`src/rtl/instr_fetch.sv`:
```
// -----------------------------------------------------------------------------
// instr_fetch
//   Instruction fetch stage downstream of the program counter. On request it
//   latches pc and reads two consecutive bytes from a byte-wide synchronous
//   memory (1-cycle read latency). It assembles them into a 16-bit instruction
//   {byte[pc], byte[pc+1]}, then pulses instr_valid and pc_en together so the
//   PC only advances once the fetch has landed.
//
// Ports
//   clk          system clock, rising edge
//   rst_n        synchronous active-low reset
//   fetch_req    fetch request, only looked at in IDLE
//   pc           byte address of the instruction's high byte
//   mem_rd_en    memory read strobe
//   mem_addr     memory byte address
//   mem_rdata    memory read data, valid the cycle after mem_rd_en
//   instr        assembled instruction
//   instr_valid  one-cycle pulse, instr holds the new instruction
//   pc_en        one-cycle pulse coincident with instr_valid (PC enable)
//   busy         high in every state except IDLE
// -----------------------------------------------------------------------------
module instr_fetch #(
    parameter int ADDR_W = 3,
    parameter int DATA_W = 8
) (
    input  logic                clk,
    input  logic                rst_n,
    input  logic                fetch_req,
    input  logic [ADDR_W-1:0]   pc,
    output logic                mem_rd_en,
    output logic [ADDR_W-1:0]   mem_addr,
    input  logic [DATA_W-1:0]   mem_rdata,
    output logic [2*DATA_W-1:0] instr,
    output logic                instr_valid,
    output logic                pc_en,
    output logic                busy
);

    typedef enum logic [2:0] {
        IDLE   = 3'd0,
        RD_HI  = 3'd1,
        RD_LO  = 3'd2,
        CAP_LO = 3'd3,
        DONE   = 3'd4
    } state_t;

    state_t              state, state_n;
    logic [ADDR_W-1:0]   pc_q;
    logic [DATA_W-1:0]   hi_q;

    // State and datapath registers. instr is only written in CAP_LO, so the
    // previous instruction stays visible for the whole of the next fetch.
    always_ff @(posedge clk) begin
        if (!rst_n) begin
            state <= IDLE;
            pc_q  <= '0;
            hi_q  <= '0;
            instr <= '0;
        end else begin
            state <= state_n;
            if (state == IDLE && fetch_req)
                pc_q <= pc;
            // The high byte read issued in RD_HI arrives while in RD_LO.
            if (state == RD_LO)
                hi_q <= mem_rdata;
            // The low byte read issued in RD_LO arrives while in CAP_LO.
            if (state == CAP_LO)
                instr <= {hi_q, mem_rdata};
        end
    end

    // Next-state and output decode, purely from the state register.
    always_comb begin
        state_n     = state;
        mem_rd_en   = 1'b0;
        mem_addr    = '0;
        instr_valid = 1'b0;
        pc_en       = 1'b0;
        busy        = 1'b1;
        case (state)
            IDLE: begin
                busy = 1'b0;
                if (fetch_req)
                    state_n = RD_HI;
            end
            RD_HI: begin
                mem_rd_en = 1'b1;
                mem_addr  = pc_q;
                state_n   = RD_LO;
            end
            RD_LO: begin
                mem_rd_en = 1'b1;
                // Wraps modulo 2^ADDR_W: the last byte pairs with byte 0.
                mem_addr  = pc_q + ADDR_W'(1);
                state_n   = CAP_LO;
            end
            CAP_LO: begin
                state_n = DONE;
            end
            DONE: begin
                instr_valid = 1'b1;
                pc_en       = 1'b1;
                state_n     = IDLE;
            end
            default: begin
                busy    = 1'b0;
                state_n = IDLE;
            end
        endcase
    end

endmodule

```
`config.mk`:
```
export PLATFORM = sky130hd
export DESIGN_NAME = instr_fetch
export DESIGN_NICKNAME = d
export VERILOG_FILES = /design/src/rtl/instr_fetch.sv
export SDC_FILE = /design/constraint.sdc
export NUM_CORES = 1
export LEC_CHECK = 0
export BUFFER_PORTS_ARGS = -buffer_cell sky130_fd_sc_hd__buf_2
export CAP_MARGIN = 20
export CORE_AREA = 4 4 66 68
export CTS_CLUSTER_DIAMETER = 150
export DETAILED_ROUTE_END_ITERATION = 8
export DIE_AREA = 0 0 70 72
export PLACE_DENSITY = 0.6
export SLEW_MARGIN = 15
export SYNTH_ARGS = -nofsm -noshare
export SYNTH_HDL_FRONTEND = slang
export SYNTH_SLANG_ARGS = --single-unit
```
`constraint.sdc`:
```
create_clock -name clk -period 1.5 [get_ports clk]
set_input_delay 0.225 -clock clk [delete_from_list [all_inputs] [get_ports clk]]
set_output_delay 0.225 -clock clk [all_outputs]
set_load 0.01 [all_outputs]
```
### Yosys cells after proc, flatten, opt, wreduce, memory -nomap -nowiden

Index checks and enable logic that the tools add are counted.

| storage, ports and cells | value |
|---|---|
| logic and storage cells | 20 |
| bits of input ports | 14 |
| register bits after elaboration | 30 |
| output and inout port bits | 23 |

| cells by class | value |
|---|---|
| eq/ne operators | 5 |
| reductions and logical operators | 4 |
| mux-type cells | 6 |
| add/sub/neg operators | 1 |

Operator list:

| cell | count |
|---|---|
| 3-bit one-hot mux with 4 select lines | 1 |
| 3-bit by 2-bit equality test with 1-bit output (second input constant) | 2 |
| 3-bit one-hot mux with 2 select lines | 1 |
| 4-bit OR reduction | 1 |
| 3-bit by 1-bit adder with 3-bit output (second input constant) | 1 |
| 3-bit by 1-bit equality test with 1-bit output (second input constant) | 1 |
| 3-bit equality test (second input constant) | 1 |
| 3-bit logical NOT | 1 |
| 1-bit 2-to-1 mux | 3 |
| 3-bit 2-to-1 mux | 1 |
| 2-bit inequality test (second input constant) | 1 |
| 2-bit OR reduction | 1 |
| 1-bit logical AND | 1 |

### Depth between registers and ports, before layout

Gate-level depths: netlist of the first run.

| logic depth | value |
|---|---|
| word-level depth | 3 |
| depth in mapped cells | 4 |
| gate-level depth less buffers | 3 |

### Worst setup path after synthesis of the first run

Ideal clock, no wire load.

| path | value |
|---|---|
| path kind | register to output |
| start point | reg state[1] |
| end point | out mem_addr[0] |
| data arrival time | 1.034 ns |
| path buffers | 1 |
| stages on the path, launching flop included | 4 |
| path slack | 0.241 ns |
| required time | 1.275 ns |
| path through | dfxtp_1 > buf_4 > or3b_1 > a21oi_1 |

| on the way | value |
|---|---|
| cells in the longest elaborated chain, start to end | 2 |
| elaborated cells between the ends (all ways) | 3 |
| those cells by class | eq/ne: 2; mux: 1 |

RTL lines:

| what | line | RTL |
|---|---|---|
| from (decl) | 47 | `state_t state, state_n;` |
| from (signal assigned) | 60 | `state <= state_n;` |
| 3-bit by 2-bit equality test with 1-bit output or 3-bit by 1-bit equality test with 1-bit output (tied branches) | 80 | `case (state)` |
| 3-bit one-hot mux with 2 select lines * | 80 |  |
| to (decl) | 31 | `output logic [ADDR_W-1:0] mem_addr,` |

Every way passes the cells marked *; elsewhere a longest branch is shown, timed or not.

### Worst setup path in the final report of the first run

| path | value |
|---|---|
| start point | reg pc_q[0] |
| end point | out mem_addr[0] |

| on the way | value |
|---|---|
| cells in the longest elaborated chain, start to end | 2 |

RTL lines:

| what | line | RTL |
|---|---|---|
| from (decl) | 48 | `logic [ADDR_W-1:0] pc_q;` |
| from (signal assigned) | 62 | `pc_q <= pc;` |
| 3-bit by 1-bit adder with 3-bit output | 94 | `mem_addr = pc_q + ADDR_W'(1);` |
| 3-bit one-hot mux with 2 select lines * | 80 |  |

Marked as above.

==> run metrics, run 1 <==
pin count of the biggest net entering global routing=18; drt total wl=approximately 2.8 mm; R2R Path End=instr[14]$_SDFFE_PN0N_; first-pass GRT wire length=between 4 and 5 mm; crit share post-route=a little under 100%; synthesized cell area=between 1000 and 1500 um2; hold path cells=3; placed inst area=roughly 1500 um2; vias in the first global route=between 1000 and 1500; fin crit period=between 1 and 1.5 ns; worst-skew pair later-pin latency=roughly 0.28 ns; GRT Residual Overflow=0; Seq cells post-synth=30; clk slew on worst S/H paths=about 0.06 ns; Crit path required time=1.27 ns; H-tree levels=2; Detail Placement HPWL=between 1.5 and 2 mm; Synth Instances=~130; initial antenna violation count=0; outcome=finished, final reports clean; DRC Markers=0; row cnt=23; worst slew pin tran=between 0.3 and 0.4 ns; CP Data Arrival Time=between 1 and 1.5 ns; crit path max fanout=4; I/O pin count=37; CTS tree=built; unique cell type count in the Yosys netlist=22; reg2reg path depth=5; Root Driver=clkbuf_8; reg-to-reg slack, setup=0.27 ns; layout cells sized above 1=between 30% and 40%; Sink Count=30; Starting Density=between 30% and 40%; final instance area=approximately 1600 um2; die height=72 um; I/O Buffers=36; Inserted Diodes=0; HP Start=pc[1]; P&R area growth vs syn=29.63%; die area=about 5000 um2; P_leak=0.0008417 uW; Iteration-0 DRC Markers=55; Max clock buf depth=2; syn nets=about 140; unrepaired setup endpoints after global routing=true; Critical R2R Launch=state[0]$_SDFFE_PN0P_; Startpoint Class=flop; setup violators final=0; Final Core Density=a little over two fifths; post-synthesis average cell area=just under 10 um2; Final Hold Viols=0; RePlAce Congestion=about 0.74; drt pass-1 iters=4; Die W=70 um; skew final=0.006728 ns; Peak supply drop=around 0.67 mV; antenna-violating nets left=0; core footprint=3856 um2; CP Capture Type=output port; DR WL/cell=around 12 um; max_cap viols=0; hold crit path type=primary input to flop; CTS buffer count=5; CP Class=flop to output port; WHS Endpoint=pc_q[1]$_SDFFE_PN0P_; max_slew headroom=77.72%; overall routing resource usage=a little under an eighth; Fillers=400; Cell Pwr Density=between 1000 and 1500 nW/um2; Seq/Total Area, Yosys=around 47%; via count=roughly 1000; DR vias/cell=~4.5; final slew viol count=0; Yosys Warn Count=0; total power=between 1500 and 2000 uW; Max Freq=673.3 MHz; Post-layout nets=186
[layer usage]
metal	vias to the layer above	share of wire, %	track usage, %
met4	0	1.2	4.468
li1	509	-	-
met1	461	43	12.84
met2	28	51	21.09
met3	4	5.3	3.601
met5	-	0	0
[where the power goes]
group | internal, uW | switching [uW]
clock network | 369 | 290
registers | 834 | 22.7
logic | 135 | 131
total | 1340 | 443
[sequential cells by signal, indices dropped and copies added, names as in the netlist]
| name | count |
|---|---|
| instr | 16 |
| hi_q | 8 |
| pc_q | 3 |
| state | 3 |
[how the worst max path moves through the flow]
stage,start,to,slack [ns],cells past startpoint
final,pc_q[0]$_SDFFE_PN0P_,mem_addr[0],0.01,3
after global routing,pc_q[0]$_SDFFE_PN0P_,mem_addr[1],-0.05,4
after CTS,pc_q[0]$_SDFFE_PN0P_,mem_addr[0],-0.007,3
after detailed placement,state[0]$_SDFFE_PN0P_,mem_addr[0],0.14,3
after global placement,state[0]$_SDFFE_PN0P_,mem_addr[0],0.20,3
after floorplan,state[1]$_SDFFE_PN0P_,mem_addr[0],0.24,3
[final cells by class]
type	instances	area [um2]	share of cell area [%]
clock buffers	7	86.33	5.239
clock inverters	1	5.005	0.3037
inverters	1	3.754	0.2278
multi-input cells	87	608.1	36.90
flip-flops and latches	30	610.6	37.05
well taps	50	62.56	3.797
repair buffers	46	271.5	16.48
[synthesized netlist by cell type]
master | n | area share [%]
nand2_1 | 38 | 11
or3b_1 | 1 | 0.69
nor3_1 | 2 | 0.79
ha_1 | 1 | 0.98
buf_2 | 1 | 0.39
xor2_1 | 1 | 0.69
buf_4 | 4 | 2.4
buf_6 | 3 | 2.7
a21o_1 | 1 | 0.59
nor4b_4 | 1 | 1.9
a21oi_1 | 2 | 0.79
nor4bb_1 | 1 | 0.79
xnor2_1 | 2 | 1.4
o21ai_0 | 1 | 0.39
clkbuf_1 | 3 | 0.89
and2_1 | 1 | 0.49
inv_1 | 1 | 0.29
mux2i_1 | 27 | 21
nand3b_1 | 4 | 2.4
dfxtp_1 | 30 | 47
nor3b_2 | 1 | 0.98
nor2_1 | 3 | 0.89
[worst max-delay path, stage by stage, from the launching register on]
cell     delay [ns]
dfxtp_2        0.34
or3b_1         0.38
a21oi_1        0.13
buf_2          0.14
[per-stage QoR]
stage               hold slack (ns)  setup WS [ns]  setup TNS (ns)  instances
finish                       0.1956        0.01481               0        222
global placement             0.4438         0.2022               0        209
global route                 0.2120       -0.04642         -0.1314        222
detailed placement           0.4486         0.1361               0        209
floorplan                    0.3671         0.2413               0        129
CTS                          0.1841      -0.007336       -0.007336        222
[cells in the final DEF (no fill, tap or decap), drive strengths merged]
master  instances
nor2            3
buf            46
mux2i          27
inv             1
xnor2           2
nor4b           1
ha              1
nor3            2
nor3b           1
nand3b          4
clkbuf          7
o21ai           1
and2            1
dfxtp          30
a21oi           2
a21o            1
nand2          38
nor4bb          1
clkinv          1
or3b            1
xor2            1
[kinds of logic after synthesis]
logic type                 share of synthesized area [%]
buffers and inverters                              6.594
AOI/OAI and AO/OA                                  1.772
DFF                                                47.24
muxes                                              21.26
xor gates and xnor gates                           2.067
and+or+nand+nor                                    20.08
adders and majority gates                         0.9841
[what timing repair did]
action,4_1_cts,5_1_grt
hold buffers,0,0
pin swaps,2,0
endpoints found under the hold margin,0,0
endpoints found under the setup margin,6,5
resized for setup,8,3
setup buffers,5,0
No activity file was read; power rests on OpenSTA's default activity.
==> run 2, diff against run 1 <==
--- a/config.mk
+++ b/config.mk
@@ -11,7 +11,9 @@
 export CTS_CLUSTER_DIAMETER = 150
 export DETAILED_ROUTE_END_ITERATION = 8
 export DIE_AREA = 0 0 70 72
+export MAX_ROUTING_LAYER = met4
 export PLACE_DENSITY = 0.6
+export RECOVER_POWER = 50
 export SLEW_MARGIN = 15
 export SYNTH_ARGS = -nofsm -noshare
 export SYNTH_HDL_FRONTEND = slang
==> constraint.sdc (replaced) <==
create_clock -name clk -period 1.4 [get_ports clk]
set_input_delay 0.21 -clock clk [delete_from_list [all_inputs] [get_ports clk]]
set_output_delay 0.21 -clock clk [all_outputs]
set_load 0.01 [all_outputs]
==> run 2 against run 1 <==
  * Total power grew 7.3%
  * Critical endpoint is now mem_addr[1]
  * Sequential share of layout area fell by 0.11 points
  * Largest cell class is now multi-input combinational cells
  * Largest power group unchanged
  * Utilization rose by 0.13 points
  * Critical path type unchanged
  * The run now ends with negative setup slack left
  * First-iteration DRC count shrank 69%
==> run metrics, run 2 (same netlist as run 1, synthesis figures left out) <==
outcome=finished, violations left; Root Driver=clkbuf_8; crit share post-route=105.8%; reg2reg path depth=4 (-1); core footprint=3856 um2 (unchanged); CP Capture Type=output port; P_leak=0.0007757 uW (-7.8%); slowest stage delay, CP=0.33 ns (-0.05 ns); CP cell instances=ha_1, nand3b_1, a21oi_2, buf_2; RePlAce Congestion=0.7286 (-1.9%); FF/Latch Area=610.6 um2 (unchanged); CP Data Arrival Time=1.27 ns (about the same); hold crit path type=primary input to flop; failing checks=negative setup slack; setup violators final=3 (+3); R2R Path End=instr[8]$_SDFFE_PN0N_; Largest register FFs=16 (unchanged); placed inst area=1504 um2 (+1.3%); CP top delay family=flip-flops; Iteration-0 DRC Markers=17 (-69%); worst-skew pair later-pin latency=0.27 ns (about the same); Crit path buffers/inverters=1 (unchanged); reg-to-reg slack, setup=0.02 ns (-0.25 ns); commonest non-fill, non-tap cells in the layout=nand2_1 (38), mux2i_1 (27), dfxtp_1 (26); Final Hold Viols=0 (unchanged); Max clock buf depth=2 (unchanged); placement-stage worst setup slack=0.1237 ns (-0.01237 ns); multi-input logic area=636.9 um2 (+4.7%); hold path cells=3 (unchanged); P&R area growth vs syn=30.02%; row cnt=23 (unchanged); overall routing resource usage=11.50% (-0.16 points); layout cells sized above 1=28.07% (-8.0 points); initial antenna violation count=0 (unchanged); hold_buf cts=0 (unchanged); max_slew headroom=66.72% (-11 points); final slew viol count=0 (unchanged); worst slew pin tran=0.4992 ns (+0.1663 ns); unrepaired setup endpoints after global routing=true; Max Freq=around 670 MHz; max_cap viols=0 (unchanged); I/O pin count=37 (unchanged); pin count of the biggest net entering global routing=29 (+11); Die W=70 um (unchanged); Top reg by flops=instr; fin crit period=approximately 1.5 ns; Critical R2R Launch=state[1]$_SDFFE_PN0P_; Detail Placement HPWL=1.881 mm (+1.4%); CP max stage cell=dfxtp_1; Top Registers=instr x16, hi_q x8; CTS tree=built; drt total wl=2.706 mm (-1.8%); vias in the first global route=1026 (-3.7%); most common cell after layout, fill and taps aside=nand2_1; total power=1910 uW (+7.3%); Inserted Diodes=0 (unchanged); GRT Residual Overflow=0 (unchanged); first-pass GRT wire length=4.533 mm (-2.7%); Crit path required time=1.19 ns (-0.08 ns); H-tree levels=2 (unchanged); drt pass-1 iters=4 (unchanged); die height=72 um (unchanged); WHS Endpoint=pc_q[0]$_SDFFE_PN0P_; clk slew on worst S/H paths=0.06 ns (about the same); final setup margin=-0.08180 ns (-0.09661 ns); Fillers=398 (-0.50%); CTS buffer count=5 (unchanged); CP Class=flop to output port; Peak supply drop=0.9628 mV (+43%); I/O Buffers=36 (unchanged); DR vias/cell=4.529 (+0.35%); crit path max fanout=3 (-1); antenna-violating nets left=0 (unchanged); Startpoint Class=flop; HP Start=pc[0]; via count=1001 (-0.10%); Cell Pwr Density=1156 nW/um2 (+6.9%); DR WL/cell=12.24 um (-1.3%); Starting Density=32.97% (unchanged); DRC Markers=0 (unchanged); Sink Count=30 (unchanged); die area=5040 um2 (unchanged); skew final=0.003853 ns (-0.002874 ns); final instance area=1653 um2 (+0.30%); Post-layout nets=185 (-0.54%)
[run 2: per-layer routing]
| metal | wire [um] | global-route usage (%) | vias to the layer above |
|---|---|---|---|
| li1 | - | - | 507 |
| met1 | 1101 | 12.00 | 459 |
| met2 | 1377 | 20.04 | 29 |
| met3 | 186 | 4.017 | 6 |
| met4 | 40 | 4.468 | 0 |
| met5 | 0 | - | - |
[run 2: final cells by class]
type	count	area share, %
clock buffer	7	5.223
clock inverter	1	0.3028
inverter	1	0.2271
multi-input combinational	87	38.53
sequential	30	36.94
tap	50	3.785
timing repair buffer	45	14.99
[run 2: worst reg2reg max path: cells and delay by family (launching register included)]
family	cells	cell delay [ns]
simple gates	1	0.09
mux	1	0.27
buf+inv	2	0.60
flops	1	0.35
[run 2: metrics by stage]
step | setup TNS, ns | util, % | hold slack [ns] | cells
floorplan | 0 | - | 0.3521 | 129
finish | -0.2087 | 42.86 | 0.1825 | 221
detailed placement | 0 | 39.00 | 0.4478 | 210
global route | -0.7811 | 42.86 | 0.1864 | 221
CTS | -0.1718 | 43.19 | 0.1787 | 221
global placement | 0 | 39.00 | 0.4441 | 210
[run 2: worst max-delay path by stage]
stage	startpoint	to	slack, ns	depth (start not counted)
after global placement	state[1]$_SDFFE_PN0P_	mem_addr[0]	0.15	3
final	pc_q[1]$_SDFFE_PN0P_	mem_addr[1]	-0.08	4
after detailed placement	state[1]$_SDFFE_PN0P_	mem_addr[0]	0.12	3
after global routing	pc_q[0]$_SDFFE_PN0P_	mem_addr[1]	-0.16	4
after floorplan	state[1]$_SDFFE_PN0P_	mem_addr[0]	0.16	3
after CTS	state[0]$_SDFFE_PN0P_	mem_addr[0]	-0.06	3
[run 2: power by group]
group / internal [uW] / leakage (uW) / switching (uW)
Sequential: 893 / 0.000245 / 25.5
Clock: 396 / 0.0000482 / 297
Combinational: 154 / 0.000482 / 146
Total: 1440 / 0.000776 / 468
[run 2: repair_timing]
item	4_1_cts	5_1_grt
endpoints found under the setup margin	7	7
pin swaps	2	1
gates resized for setup	12	6
setup buffers	3	0
gates cloned	0	0
